## src/rtl/joker_ep1_in_arbiter.sv

```systemverilog
// Round-robin owner of the shared EP1 IN buffer: grants one producer, forwards its writes, runs commit/ack.
// Optional grant watchdog is compiled in with JOKER_EP1_ARB_WDOG_EN.
`timescale 1ns/1ps
module joker_ep1_in_arbiter #(
    parameter int N           = 3,
    parameter int WDOG_CYCLES = 6024000,
    parameter int MAX_LEN     = 1024
) (
    input  logic            clk,
    input  logic            reset,
    input  logic [N-1:0]    req_valid,
    input  logic [N-1:0]    req_commit,
    input  logic [N*11-1:0] req_addr,
    input  logic [N*8-1:0]  req_data,
    input  logic [N-1:0]    req_wren,
    input  logic [N*11-1:0] req_len,
    output logic [N-1:0]    req_grant,
    output logic [N-1:0]    req_done,
    output logic [N-1:0]    req_abort,
    input  logic            usb_in_ready,
    input  logic            usb_in_commit_ack,
    output logic            usb_in_commit,
    output logic [10:0]     usb_in_addr,
    output logic [7:0]      usb_in_data,
    output logic            usb_in_wren,
    output logic [10:0]     usb_in_commit_len,
    output logic            busy
);
    localparam int              GW        = (N > 1) ? $clog2(N) : 1;
    localparam logic [10:0]     MAX_LEN_L = 11'(MAX_LEN);
    localparam logic [GW-1:0]   LAST_RST  = GW'(N - 1);
    localparam logic [N-1:0]    ONE       = N'(1);

    typedef enum logic [1:0] {
        ST_IDLE,
        ST_GRANT,
        ST_COMMIT,
        ST_RELEASE
    } state_t;

    state_t        state, state_d;
    logic [GW-1:0] g_q, g_d;
    logic [GW-1:0] last_q, last_d;
    logic          ack_prev;
    logic          ack_fall;

    logic [N-1:0]  grant_d, done_d, abort_d;
    logic          commit_d, wren_d;
    logic [10:0]   addr_d, len_d;
    logic [7:0]    data_d;

    logic          sel_valid, sel_commit, sel_wren;
    logic [10:0]   sel_addr, sel_len;
    logic [7:0]    sel_data;

    logic          hi_found, lo_found;
    logic [GW-1:0] hi_idx, lo_idx, pick_idx;
    logic          pick_found;

    logic          wdog_hit;

    // Handshake: a requester raises req_valid and keeps it high until it sees
    // req_done or req_abort; it may write only while req_grant is set, and
    // req_commit is a single-cycle pulse that is honoured only from the grantee.
    // Toward the USB core, usb_in_commit stays high until the ack falls (1 -> 0).

    assign busy     = (state != ST_IDLE);
    assign ack_fall = ack_prev && !usb_in_commit_ack;

    always_comb begin
        sel_valid  = 1'b0;
        sel_commit = 1'b0;
        sel_wren   = 1'b0;
        sel_addr   = '0;
        sel_len    = '0;
        sel_data   = '0;
        for (int i = 0; i < N; i++) begin
            if (g_q == GW'(i)) begin
                sel_valid  = req_valid[i];
                sel_commit = req_commit[i];
                sel_wren   = req_wren[i];
                sel_addr   = req_addr[i*11 +: 11];
                sel_len    = req_len[i*11 +: 11];
                sel_data   = req_data[i*8 +: 8];
            end
        end
    end

    // First requester above last wins; otherwise wrap to the lowest valid index.
    always_comb begin
        hi_found = 1'b0;
        hi_idx   = '0;
        lo_found = 1'b0;
        lo_idx   = '0;
        for (int i = 0; i < N; i++) begin
            if (!hi_found && req_valid[i] && (GW'(i) > last_q)) begin
                hi_found = 1'b1;
                hi_idx   = GW'(i);
            end
            if (!lo_found && req_valid[i]) begin
                lo_found = 1'b1;
                lo_idx   = GW'(i);
            end
        end
        pick_found = lo_found;
        pick_idx   = hi_found ? hi_idx : lo_idx;
    end

`ifdef JOKER_EP1_ARB_WDOG_EN
    localparam int WW = $clog2(WDOG_CYCLES + 1);
    logic [WW-1:0] wdog_q, wdog_d;

    assign wdog_hit = (wdog_q == WW'(WDOG_CYCLES - 1));

    always_comb begin
        wdog_d = '0;
        if (state == ST_GRANT) begin
            wdog_d = wdog_q + 1'b1;
        end
    end

    always_ff @(posedge clk) begin
        if (!reset) begin
            wdog_q <= '0;
        end else begin
            wdog_q <= wdog_d;
        end
    end
`else
    // Watchdog compiled out; the parameter stays so both builds share one interface.
    assign wdog_hit = 1'b0 & (WDOG_CYCLES > 0);
`endif

    always_comb begin
        state_d  = state;
        g_d      = g_q;
        last_d   = last_q;
        grant_d  = req_grant;
        done_d   = '0;
        abort_d  = '0;
        commit_d = usb_in_commit;
        len_d    = usb_in_commit_len;
        addr_d   = usb_in_addr;
        data_d   = usb_in_data;
        wren_d   = 1'b0;
        case (state)
            ST_IDLE: begin
                if (usb_in_ready && pick_found) begin
                    grant_d = ONE << pick_idx;
                    g_d     = pick_idx;
                    state_d = ST_GRANT;
                end
            end
            ST_GRANT: begin
                addr_d = sel_addr;
                data_d = sel_data;
                wren_d = sel_wren;
                if (sel_commit) begin
                    commit_d = 1'b1;
                    len_d    = (sel_len > MAX_LEN_L) ? MAX_LEN_L : sel_len;
                    state_d  = ST_COMMIT;
                end else if (!sel_valid || wdog_hit) begin
                    abort_d = ONE << g_q;
                    grant_d = '0;
                    state_d = ST_RELEASE;
                    if (wdog_hit) begin
                        wren_d = 1'b0;
                    end
                end
            end
            ST_COMMIT: begin
                if (ack_fall) begin
                    commit_d = 1'b0;
                    done_d   = ONE << g_q;
                    grant_d  = '0;
                    state_d  = ST_RELEASE;
                end
            end
            ST_RELEASE: begin
                last_d  = g_q;
                state_d = ST_IDLE;
            end
            default: begin
                grant_d  = '0;
                commit_d = 1'b0;
                state_d  = ST_IDLE;
            end
        endcase
    end

    always_ff @(posedge clk) begin
        if (!reset) begin
            state             <= ST_IDLE;
            g_q               <= '0;
            last_q            <= LAST_RST;
            ack_prev          <= 1'b0;
            req_grant         <= '0;
            req_done          <= '0;
            req_abort         <= '0;
            usb_in_commit     <= 1'b0;
            usb_in_addr       <= '0;
            usb_in_data       <= '0;
            usb_in_wren       <= 1'b0;
            usb_in_commit_len <= '0;
        end else begin
            state             <= state_d;
            g_q               <= g_d;
            last_q            <= last_d;
            ack_prev          <= usb_in_commit_ack;
            req_grant         <= grant_d;
            req_done          <= done_d;
            req_abort         <= abort_d;
            usb_in_commit     <= commit_d;
            usb_in_addr       <= addr_d;
            usb_in_data       <= data_d;
            usb_in_wren       <= wren_d;
            usb_in_commit_len <= len_d;
        end
    end

endmodule

```

## config.mk

```make
export PLATFORM = sky130hd
export DESIGN_NAME = joker_ep1_in_arbiter
export DESIGN_NICKNAME = d
export VERILOG_FILES = /design/src/rtl/joker_ep1_in_arbiter.sv
export SDC_FILE = /design/constraint.sdc
export NUM_CORES = 1
export LEC_CHECK = 0
export BUFFER_PORTS_ARGS = -buffer_cell sky130_fd_sc_hd__buf_4
export CAP_MARGIN = 0
export CORE_AREA = 2 2 106 108
export DETAILED_ROUTE_END_ITERATION = 6
export DIE_AREA = 0 0 108 110
export PLACE_DENSITY_LB_ADDON = 0.12
export SLEW_MARGIN = 20
export SYNTH_ARGS = -nofsm -noshare
export SYNTH_HDL_FRONTEND = slang
export SYNTH_SLANG_ARGS = --single-unit
export TNS_END_PERCENT = 10
```

## constraint.sdc

```tcl
create_clock -name clk -period 3.53 [get_ports clk]
set_input_delay 0.353 -clock clk [delete_from_list [all_inputs] [get_ports clk]]
set_output_delay 0.353 -clock clk [all_outputs]
set_load 0.02 [all_outputs]
```

# Yosys cells after proc, flatten, opt, wreduce, memory -nomap -nowiden
# Index checks and enable logic that the tools add are counted.
[op_classes]
magnitude_cmp = 4
n_eq_ne = 11
n_shift = 2
muxes = 43
bitwise_logic = 2
reduce_logical = 27
[ops]
columns = ["op", "count"]
rows = [
  ["11-bit 2-to-1 mux", 7],
  ["8-bit 2-to-1 mux", 3],
  ["1-bit 2-to-1 mux", 19],
  ["2-bit 2-to-1 mux", 7],
  ["3-bit 2-to-1 mux", 4],
  ["11-bit > comparator, second input constant", 1],
  ["2-bit != test, second input constant", 5],
  ["1-bit logical AND", 9],
  ["3-bit case mux with 3 select lines", 1],
  ["3-bit AND reduction", 3],
  ["2-bit case mux with 4 select lines", 1],
  ["2-bit == test, second input constant", 3],
  ["2-bit AND reduction", 3],
  ["1-bit by 2-bit << shifter with 3-bit output, first input constant", 2],
  ["1-bit logical NOT", 5],
  ["5-bit AND reduction", 1],
  ["2-bit by 1-bit == test with 1-bit output, second input constant", 2],
  ["1-bit by 2-bit > comparator with 1-bit output, first input constant", 2],
  ["2-bit logical NOT", 2],
  ["2-bit nonzero test", 2],
  ["4-bit OR reduction", 1],
  ["3-bit != test, second input constant", 1],
  ["3-bit nonzero test", 1],
  ["2-bit > comparator, first input constant", 1],
  ["2 further kinds", 3],
]
[totals]
regBits = 48

# Longest topological paths before layout
[depth]
depth_word = 15
depth_mapped = 8

# Least setup slack after synthesis
# No wires, ideal clock.
[synth_timing]
kind = "reg2reg"
from = "reg state[1]"
to = "reg req_grant[0]"
t_arrival_ns = 1.743
setup_slack_ns = 1.716
path_stages_with_launch = 8
n_path_buf = 1
synth_period_minus_slack_ns = 1.814
path_cell_list = "dfxtp_1 > inv_1 > ha_1 > clkbuf_1 > and4b_1 > a21o_1 > a2111oi_4 > mux2i_1"
[synth_via]
elab_chain_cells = 3
elab_cells_between_ends = 10
[synth_rtl]
columns = ["item", "line", "text"]
rows = [
  ["start: declaration", "41", "state_t state, state_d;"],
  ["start signal: assignment", "206", "state <= state_d;"],
  ["2-bit by 1-bit == test with 1-bit output (tied with other cells)", "146", "case (state)"],
  ["2-bit != test (no source line) / 3-bit nonzero test (equally long branches)", "n/a", ""],
  ["5-bit AND reduction (no source line)", "n/a", ""],
  ["end signal: assignment", "210", "req_grant <= grant_d;"],
  ["end: declaration", "17", "output logic [N-1:0] req_grant,"],
]
# Parallel ways exist; a longest one is shown, timed or not.
# A chain may end at the register's enable or synchronous reset.

# Worst setup path after layout
[layout_timing]
from = "reg g_q[0]"
to = "reg req_grant[1]"
[layout_via]
elab_chain_cells = 6
elab_cells_between_ends = 12
[layout_rtl]
columns = ["item", "line", "text"]
rows = [
  ["start: declaration", "42", "logic [GW-1:0] g_q, g_d;"],
  ["start signal: assignment", "207", "g_q <= g_d;"],
  ["2-bit logical NOT", "78", "if (g_q == GW'(i)) begin"],
  ["1-bit 2-to-1 mux (3 in a row)", "78", ""],
  ["2-bit != test (no source line)", "n/a", ""],
  ["5-bit AND reduction (no source line) (*)", "n/a", ""],
]
# Every way passes the cells marked *; elsewhere a longest branch is shown, timed or not.

==> results.txt <==
The worst register-to-register path begins at g_q[0]. For this run, design rule violations remaining after detail routing come to 0. The number of nets at the end of the flow is 544.

Derived from the worst setup path, the maximum achievable clock frequency is 450 MHz. In this run the power density over the cells is 539 nW/µm². The worst-case reg-to-reg path depth came out at 4. Setup slack on the worst reg-to-reg path comes out at 1.31 ns. The number of cells upsized or downsized after cts is 0. Measured on the finished design, the core utilization comes to 0.362. The number of buffers on the longest clock path is 2.

The sort of element at the end of the critical path is a flop. The primary flip-flop cell chosen by synthesis mapping is dfxtp_1. In this run the vertical extent of the chip is 110 µm. Clock tree synthesis selected as its root buffer the cell clkbuf_8. By instance count, the leading cell after synthesis is dfxtp_1.

The share of cells above drive strength 1 is 0.372. The area fraction in compound gates after synthesis is 0.228. The initial utilization of the core area, before any placement, comes to 0.243. The first global-routing pass estimated 12.8 mm of wire. The later-pin clock latency in the skew report is 0.31 ns. The total non-filler cell area in the finished layout came out at 3870 µm². The sequential area share after synthesis came out at 0.369. The post-route minimum period came out at 2.22 ns. The total negative slack for setup checks came out at 0 ns.

The flow ran to the end, and the final reports show no timing, DRC or antenna violations. The number of global-route vias before repair is 2,567. The CTS buffer count came out at 5. The type of element launching the critical path is a flop. Of the total synthesized cell area, the portion taken by full adders, half adders and majority gates is 0.0192. The min-delay analysis places its worst path in the category primary input to flop.

The critical path is of the flop to flop type. After synthesis, the largest family of logic cells by area is compound AO/OA/AOI/OAI gates. Summed over all instances, the cell type with the most area after synthesis is dfxtp_1. The area fraction in and, or, nand and nor cells after synthesis is 0.166. The number of buffer cells added on primary ports came out at 144. The critical-path maximum fanout is 22.

Counting flops with a built-in enable in the synthesized netlist gives 0. Across every metal layer, demand over resource in global routing totals 0.136. The post-synthesis cell count is 307. For this block, the routed nets add up to 8.46 mm of wire.

The maximum number of pins on one net before global-route repair is 42. The detailed placer's ending HPWL is 6.30 mm. TritonCTS built the clock tree. The final setup skew came out at 0.0123 ns. The count of warnings emitted by yosys is 0. The number of antenna violations at the first check in global routing came out at 0. The final estimated routing congestion in global placement is 0.750.

Data arrives at the worst endpoint at 2.46 ns. The final worst-path cycle share came out at 0.629. Tracing the worst setup path back leads to its startpoint at g_q[0]. The total of fill cells in the finished design is 1,119. The mapped netlist covers 2600 µm². Across the run, the number of max-cap violations was 0.

In this run the worst setup path terminates at req_grant[1]. The worst ir drop on vdd came out at 221 µV. The area growth from synthesis to final layout is 48.8%. The required time of the critical path is 3.77 ns. 0 antenna diodes ended up in the layout. The final non-filler cell total came out at 578. In the synthesized netlist, the cells that appear most often are dfxtp_1, nor2_1, mux2i_1, a21oi_1. After detailed routing, the number of vias per cell comes to 4.63. The initial DRC count came out at 97. Detailed routing inserted a total of 2,675 vias. The cell leakage power is 1.61 nW. The setup fix buffers added after clock tree synthesis is 0. The total of hold buffers inserted after clock tree synthesis came out at 0. The post-synth net total is 414. The final-report hold violation count is 0. Setup violations remaining at the end of the flow were counted as 0. The average instance area after synthesis came out at 8.47 µm². The placement-stage cell area is 3780 µm².

The clock tree synthesis step divided the H-tree into 2 levels. The final global-route overflow total is 0. The share of Yosys cell area claimed by the top area cell type is 0.369.

The xor and xnor area share after synthesis came out at 0. The portion of netlist area occupied by mux cells is 0.160. The number of rows in the core area came out at 38. The area of the placeable core is 10,700 µm². The remaining max-slew budget at the tightest pin came out at 0.363. The worst register-to-register path ends at req_grant[1].

The number of clock sinks came out at 48. The number of placed instances, taps included came out at 570. The number of optimization iterations in the first detailed-route pass came out at 4. After clock tree synthesis, the clock-pin slew on the worst setup and hold paths is 0.10 ns.

The full die area came out at 11,900 µm². The async set-reset flop share out of synthesis came out at 0. The floorplan step set the die width to 108 µm. The number of unique standard cell types used by synthesis is 43. The count of nets left with antenna violations after detail routing came out at 0. Setup repair after global routing left no endpoint under its margin. The number of top-level pins came out at 145.

For the pin with the worst max-slew slack, the measured transition is 0.951 ns. After synthesis, the cell types taking the most area are dfxtp_1, mux2i_1, a21oi_1. The average routed wire per standard cell came out at 14.6 µm. Synthesis inferred 48 register bits.

The final count of pins violating max slew was 0.
-- metal layers --
| layer | GRT usage | up-vias | part of all wire |
|---|---|---|---|
| li1 | - | 1361 | - |
| met1 | 0.176 | 1199 | 0.45 |
| met2 | 0.232 | 109 | 0.46 |
| met3 | 0.0317 | 6 | 0.080 |
| met4 | 0.0311 | 0 | 0.0089 |
| met5 | 0 | - | 0 |
-- flip-flops by register name, indices dropped and copies added (netlist names) --
register,flops
req_abort,3
usb_in_commit,1
usb_in_addr,11
state,2
usb_in_data,8
usb_in_commit_len,11
g_q,2
usb_in_wren,1
req_done,3
ack_prev,1
last_q,2
req_grant,3
-- metrics by stage --
stage	power, mW	worst slack [ns]	hold slack [ns]
2_1_floorplan	1.38	1.72	0.475
3_3_place_gp	1.76	1.37	0.447
3_5_place_dp	1.76	1.31	0.450
4_1_cts	2.12	1.29	0.245
5_1_grt	2.25	1.09	0.253
6_report	2.08	1.31	0.248
-- cell usage in the layout, fill, tap and decap left out, types with 3 or more instances in the layout --
| cell | netlist | routed |
|---|---|---|
| buf_4 | 2 | 149 |
| dfxtp_1 | 48 | 46 |
| nor2_1 | 44 | 44 |
| mux2i_1 | 40 | 40 |
| a21oi_1 | 34 | 34 |
| a211oi_1 | 20 | 20 |
| nand2_1 | 20 | 20 |
| o2bb2ai_1 | 9 | 9 |
| nand3_1 | 9 | 9 |
| inv_1 | 7 | 7 |
| clkbuf_8 | 0 | 5 |
| o21ai_0 | 4 | 4 |
| ha_1 | 4 | 4 |
| and2_1 | 3 | 3 |
| nor2b_1 | 4 | 3 |
| o211ai_1 | 3 | 3 |
-- cells by family (layout without fill, tap and decap cells) --
family          after synthesis  in the layout
mux                          41             41
simple gates                 95             95
buf+inv                      33            164
flops                        48             48
compound gates               86             86
fa+ha+maj                     4              4
-- critical path, stage by stage, from the launching register on --
cell and delay [ns]:
dfxtp_2 0.74, mux2_4 0.36, a21o_1 0.33, a2111oi_4 0.49
mux2i_1 0.23
-- final cells by class --
class	count	area (µm²)	area share
Timing Repair Buffer	149	1120	0.289
Multi-Input combinational cell	226	1490	0.386
Tap cell	140	175	0.0453
Inverter	7	26.3	0.00679
Clock inverter	3	23.8	0.00614
Sequential cell	48	963	0.249
Clock buffer	5	68.8	0.0178
-- how the worst min path moves through the flow --
stage	to	startpoint	slack, ns	depth (start not counted)
floorplan	ack_prev	usb_in_commit_ack	0.47	1
global placement	usb_in_commit_len[4]	usb_in_commit_len[4]	0.45	2
detailed placement	usb_in_commit_len[4]	usb_in_commit_len[4]	0.45	2
CTS	ack_prev	usb_in_commit_ack	0.25	2
global route	ack_prev	usb_in_commit_ack	0.25	2
finish	ack_prev	usb_in_commit_ack	0.25	2
-- power by group --
group	switching, mW	total (mW)	internal [mW]
clock network	0.203	0.343	0.141
registers	0.0903	0.754	0.664
logic	0.546	0.987	0.441
total	0.838	2.08	1.25
Power figures use the tool's default switching activity.
